## config.mk

```make
export PLATFORM = sky130hd
export DESIGN_NAME = multi_cycle_alu_flat
export DESIGN_NICKNAME = d
export VERILOG_FILES = /design/src/rtl/multi_cycle_alu_pkg.sv /design/src/rtl/multi_cycle_alu_if.sv /design/src/rtl/multi_cycle_alu_core.sv /design/src/rtl/multi_cycle_alu.sv /design/src/flat_wrapper.sv
export SDC_FILE = /design/constraint.sdc
export NUM_CORES = 1
export LEC_CHECK = 0
export BUFFER_PORTS_ARGS = -buffer_cell sky130_fd_sc_hd__buf_2
export CAP_MARGIN = 20
export CORE_AREA = 2 2 39 41
export CTS_CLUSTER_SIZE = 8
export DETAILED_ROUTE_END_ITERATION = 10
export DIE_AREA = 0 0 41 43
export SYNTH_ARGS = -nofsm -noshare
export SYNTH_HDL_FRONTEND = slang
export SYNTH_SLANG_ARGS = --single-unit
```

## constraint.sdc

```tcl
create_clock -name clk -period 3.2 [get_ports clk]
set_input_delay 0.48 -clock clk [delete_from_list [all_inputs] [get_ports clk]]
set_output_delay 0.48 -clock clk [all_outputs]
set_load 0.01 [all_outputs]
```

## src/rtl/multi_cycle_alu_pkg.sv

```systemverilog
// Shared types for the multi-cycle ALU: opcode encoding and FSM states.
package multi_cycle_alu_pkg;

  typedef enum logic [1:0] {
    OP_ADD = 2'b00,
    OP_SUB = 2'b01,
    OP_AND = 2'b10,
    OP_OR  = 2'b11
  } op_t;

  typedef enum logic [1:0] {
    IDLE = 2'b00,
    EXEC = 2'b01,
    DONE = 2'b10
  } state_t;

endpackage

```

## src/rtl/multi_cycle_alu_if.sv

```systemverilog
// Request/result bundle for multi_cycle_alu.
// Optional busy signal is present when MULTI_CYCLE_ALU_BUSY_EN is defined.
interface multi_cycle_alu_if #(
  parameter int WIDTH = 2
);

  logic             start;
  logic [WIDTH-1:0] A;
  logic [WIDTH-1:0] B;
  logic [1:0]       Op;
  logic [WIDTH:0]   Y;
  logic             done;
`ifdef MULTI_CYCLE_ALU_BUSY_EN
  logic             busy;

  modport master (output start, A, B, Op, input Y, done, busy);
  modport slave  (input start, A, B, Op, output Y, done, busy);
`else
  modport master (output start, A, B, Op, input Y, done);
  modport slave  (input start, A, B, Op, output Y, done);
`endif

endinterface

```

## src/rtl/multi_cycle_alu_core.sv

```systemverilog
// Combinational datapath: captured operands and opcode to a WIDTH+1 bit result.
module multi_cycle_alu_core
  import multi_cycle_alu_pkg::*;
#(
  parameter int WIDTH = 2
) (
  input  logic [WIDTH-1:0] a,
  input  logic [WIDTH-1:0] b,
  input  op_t              op,
  output logic [WIDTH:0]   result
);

  // Operands are zero-extended so the extra bit carries the carry or borrow
  always_comb begin
    result = '0;
    case (op)
      OP_ADD:  result = {1'b0, a} + {1'b0, b};
      OP_SUB:  result = {1'b0, a} - {1'b0, b};
      OP_AND:  result = {1'b0, a & b};
      OP_OR:   result = {1'b0, a | b};
      default: result = '0;
    endcase
  end

endmodule

```

## src/rtl/multi_cycle_alu.sv

```systemverilog
// Multi-cycle ALU top: IDLE/EXEC/DONE control, operand capture and result register.
// Define MULTI_CYCLE_ALU_BUSY_EN to drive the busy output.
module multi_cycle_alu
  import multi_cycle_alu_pkg::*;
#(
  parameter int WIDTH = 2
) (
  input logic               clk,
  input logic               reset,
  multi_cycle_alu_if.slave  bus
);

  state_t           state;
  state_t           state_next;
  logic [WIDTH-1:0] a_q;
  logic [WIDTH-1:0] b_q;
  op_t              op_q;
  logic [WIDTH:0]   result;
  logic [WIDTH:0]   y_q;
  logic             done;

  always_ff @(posedge clk) begin
    if (reset) begin
      state <= IDLE;
    end else begin
      state <= state_next;
    end
  end

  // Operands are only sampled when a request is accepted, so later input changes are invisible
  always_ff @(posedge clk) begin
    if (reset) begin
      a_q  <= '0;
      b_q  <= '0;
      op_q <= OP_ADD;
    end else if (state == IDLE && bus.start) begin
      a_q  <= bus.A;
      b_q  <= bus.B;
      op_q <= op_t'(bus.Op);
    end
  end

  always_ff @(posedge clk) begin
    if (reset) begin
      y_q <= '0;
    end else if (state == EXEC) begin
      y_q <= result;
    end
  end

  always_comb begin
    state_next = state;
    done       = 1'b0;
    case (state)
      IDLE: begin
        if (bus.start) begin
          state_next = EXEC;
        end
      end
      EXEC: begin
        state_next = DONE;
      end
      DONE: begin
        done       = 1'b1;
        state_next = IDLE;
      end
      default: begin
        state_next = IDLE;
      end
    endcase
  end

  multi_cycle_alu_core #(
    .WIDTH (WIDTH)
  ) u_core (
    .a      (a_q),
    .b      (b_q),
    .op     (op_q),
    .result (result)
  );

  assign bus.Y    = y_q;
  assign bus.done = done;

`ifdef MULTI_CYCLE_ALU_BUSY_EN
  // Reset forces busy low immediately, even before the state register clears
  assign bus.busy = !reset && (state != IDLE);
`endif

endmodule

```

## src/flat_wrapper.sv

```systemverilog
// flat-port wrapper written by rule: the top's interface ports become plain ports
module multi_cycle_alu_flat import multi_cycle_alu_pkg::*;
#(
  parameter int WIDTH = 2
)
  (clk, reset, bus_start, bus_A, bus_B, bus_Op, bus_Y, bus_done);
  multi_cycle_alu_if #(.WIDTH(WIDTH)) bus_i ();
  input logic clk;
  input logic reset;
  input wire logic [$bits(bus_i.start)-1:0] bus_start;
  input wire logic [$bits(bus_i.A)-1:0] bus_A;
  input wire logic [$bits(bus_i.B)-1:0] bus_B;
  input wire logic [$bits(bus_i.Op)-1:0] bus_Op;
  output wire logic [$bits(bus_i.Y)-1:0] bus_Y;
  output wire logic [$bits(bus_i.done)-1:0] bus_done;
  assign bus_i.start = bus_start;
  assign bus_i.A = bus_A;
  assign bus_i.B = bus_B;
  assign bus_i.Op = bus_Op;
  assign bus_Y = bus_i.Y;
  assign bus_done = bus_i.done;
  multi_cycle_alu #(.WIDTH(WIDTH)) u_core (.clk(clk), .reset(reset), .bus(bus_i));
endmodule
```

==> impl_metrics.py <==
metrics = {
    "setup_path": {
        "criticalPathCategory": "reg2reg",
        "ff2ff_path_depth": 6,
        "reg2reg_slack_ns": 1.46,
        "crit_arrival_ns": 1.90,
        "path_max_fanout": 4,
        "worst_ep_required_time_ns": 3.37,
        "endpoint_kind": "flop",
        "timing.rr.end": "u_core.bus.Y[2]$_SDFFE_PP0N_",
        "timing.rr.start": "u_core.b_q[0]$_SDFFE_PP0P_",
        "startpoint_type": "flop",
    },
    "sta": {
        "slew_headroom_pct": 54.4,
        "finalCriticalPeriod_ns": 1.74,
        "final_max_slew_viol_count": 0,
        "fmax_mhz": 576,
        "rsz0062_at_grt": "false",
        "skew_ns": 0.00308,
        "hold_viol": 0,
        "setup_violations": 0,
        "fin_hold_ws_ns": 0.452,
        "worst_slack_ns": 1.46,
        "worst_pin_slew_ns": 0.681,
        "fin_crit_sh_pct": 54.3,
        "fin_tns_setup_ns": 0,
    },
    "synthesis": {
        "postSynthCellCount": 55,
        "synth.area.mux_share_pct": 14.5,
        "synth_top_family_by_area": "simple AND/OR/NAND/NOR gates",
        "synth_largest_area_cell": "dfxtp_1",
        "syn_area_per_cell_um2": 10.0,
        "yosysTopAreaCellShare_pct": 40.0,
        "synth_edf_count": 0,
        "synth_compound_area_share_pct": 5.68,
        "syn_area_um2": 551,
        "synth-async-reset-ratio_pct": 0,
        "synth_xor_area_share_pct": 1.59,
        "synth_nets": 69,
        "synth_seq_area_share_pct": 40.0,
        "synthAdderAreaFrac_pct": 14.5,
        "synth_area_leaders": "dfxtp_1 40%, mux2i_1 15%, ha_1 9.1%, nor2_1 6.1%, fa_1 3.6%",
        "yosys.area_share.simple_pct": 18.6,
        "ys_types": 21,
        "synth_ff_type": "dfxtp_1",
        "synth_warnings": 0,
        "synth_seq_cells": 11,
    },
    "clocking": {
        "cts_sinks": 11,
        "cts_inserted_buffers": 3,
        "cts_tree": "built",
        "clk_latency_ns": 0.26,
        "h-tree-depth": 1,
        "holdBufCountCts": 0,
        "postCtsSetupBuffers": 0,
        "cts_resized": 0,
        "cts_root_buffer": "clkbuf_4",
        "path_clk_slew_ns": 0.07,
        "cts_buffer_depth": 2,
    },
    "global_routing": {
        "grt_first_pass_wirelength_mm": 1.53,
        "antenna_found_initial": 0,
        "overflow": 0,
        "grt_use_total_pct": 12.7,
        "grt_pass1_vias": 390,
        "grt_max_degree": 13,
    },
    "hold_path": {
        "min_to": "u_core.a_q[1]$_SDFFE_PP0P_",
        "min_path_cells": 3,
        "min_from": "bus_A[1]",
        "hold_path_class": "in2reg",
    },
    "floorplan": {
        "core_mm2": 0.00138,
        "fp.dieH_um": 43,
        "row_count": 14,
        "ios": 13,
        "die_width_um": 41,
        "die-area_mm2": 0.00176,
        "initial_core_util_pct": 39.8,
    },
    "placement": {
        "place.gp.congestion": 0.766,
        "dp_hpwl_um": 694,
        "preCtsSetupSlack_ns": 1.47,
        "io_buffers": 12,
    },
    "route": {
        "wirelength_um": 873,
        "drc_errors": 0,
        "drtPass1Iterations": 3,
        "viasPerCell": 4.55,
        "vias": 387,
        "ant_nets": 0,
        "post_drt_wl_per_cell_um": 10.3,
        "dr.first_iter.drc_count": 6,
    },
    "run_status": {
        "status": "complete, no violations",
    },
    "cells_and_area": {
        "diodes": 0,
        "layout_common_cells": "12 x buf_2, 11 x dfxtp_1, 9 x nor2_1, 8 x mux2i_1",
        "nNetsFinal": 84,
        "area_growth_pct": 17.0,
        "drive_above_1_share_pct": 23.2,
        "final_common_cell": "buf_2",
    },
    "run": {
        "maxCapViolCount": 0,
    },
    "pwr": {
        "ir_worst_vdd_uv": 295,
        "power.leakage_nw": 0.293,
        "power.density_cell_area_mw_per_mm2": 456,
    },
}
-- metrics by stage --
stage / instances / area [um^2] / total power, W / util [%]
6_report: 85 / 644 / 0.000294 / 46.6
5_1_grt: 85 / 644 / 0.000316 / 46.6
4_1_cts: 85 / 644 / 0.000299 / 46.6
3_5_place_dp: 81 / 618 / 0.000206 / 44.7
3_3_place_gp: 81 / 618 / 0.000205 / 44.7
2_1_floorplan: 55 / 551 / 0.000192 / -
-- worst max-delay path, cell delays in order, from the launching register on --
cell	delay [ns]
dfxtp_1	0.38
inv_1	0.08
ha_1	0.29
mux2i_1	0.09
fa_1	0.42
xor2_1	0.17
o41ai_1	0.22
-- Yosys cell counts, drive strengths merged, types with 2 or more instances --
cell type	n
ha	4
nand3b	2
dfxtp	11
nor2	9
buf	2
mux2i	8
nand2	2
inv	4
nor2b	2
-- sequential cells by signal, indices dropped and copies added (netlist names) --
register      count
u_core.state      2
u_core.b_q        2
u_core.a_q        2
u_core.bus.Y      3
u_core.op_q       2
-- how the worst max path moves through the flow --
stage | start | to | slack, ns | depth (start not counted)
2_1_floorplan | u_core.b_q[0]$_SDFFE_PP0P_ | u_core.bus.Y[1]$_SDFFE_PP0N_ | 1.59 | 6
3_3_place_gp | u_core.op_q[0]$_SDFFE_PP0P_ | u_core.bus.Y[2]$_SDFFE_PP0N_ | 1.48 | 5
3_5_place_dp | u_core.b_q[0]$_SDFFE_PP0P_ | u_core.bus.Y[2]$_SDFFE_PP0N_ | 1.47 | 6
4_1_cts | u_core.b_q[0]$_SDFFE_PP0P_ | u_core.bus.Y[2]$_SDFFE_PP0N_ | 1.45 | 6
5_1_grt | u_core.b_q[0]$_SDFFE_PP0P_ | u_core.bus.Y[1]$_SDFFE_PP0N_ | 1.35 | 6
6_report | u_core.b_q[0]$_SDFFE_PP0P_ | u_core.bus.Y[2]$_SDFFE_PP0N_ | 1.46 | 6
-- cell type report --
cell class	count	area, um^2
Inverter	4	15.0
Multi-Input combinational cell	38	303
Tap cell	16	20.0
Fill cell	140	739
Timing Repair Buffer	12	60.1
Clock buffer	4	26.3
Sequential cell	11	220
-- metal layers --
layer | part of all wire (%) | up-vias | global-route usage, %
li1 | - | 213 | -
met1 | 48 | 164 | 16.7
met2 | 46 | 10 | 18.8
met3 | 5.5 | 0 | 3.14
met4 | 0 | 0 | 6.00
met5 | 0 | - | 0
-- power breakdown --
part,switching [W],leakage [nW],internal (W)
Combinational,0.0000236,0.188,0.0000245
Sequential,0.00000814,0.0902,0.000146
Clock,0.0000440,0.0150,0.0000481
Total,0.0000757,0.293,0.000218
-- cell families (layout without fill, tap and decap cells) --
kind of cell	count (synthesis)	in the layout
AND/OR/NAND/NOR	19	19
flip-flops	11	11
multiplexers	8	8
adder cells (fa/ha/maj)	6	6
buffers and inverters	6	20
AO/OA/AOI/OAI	4	4
XOR/XNOR	1	1
No activity file was read; power rests on OpenSTA's default activity.
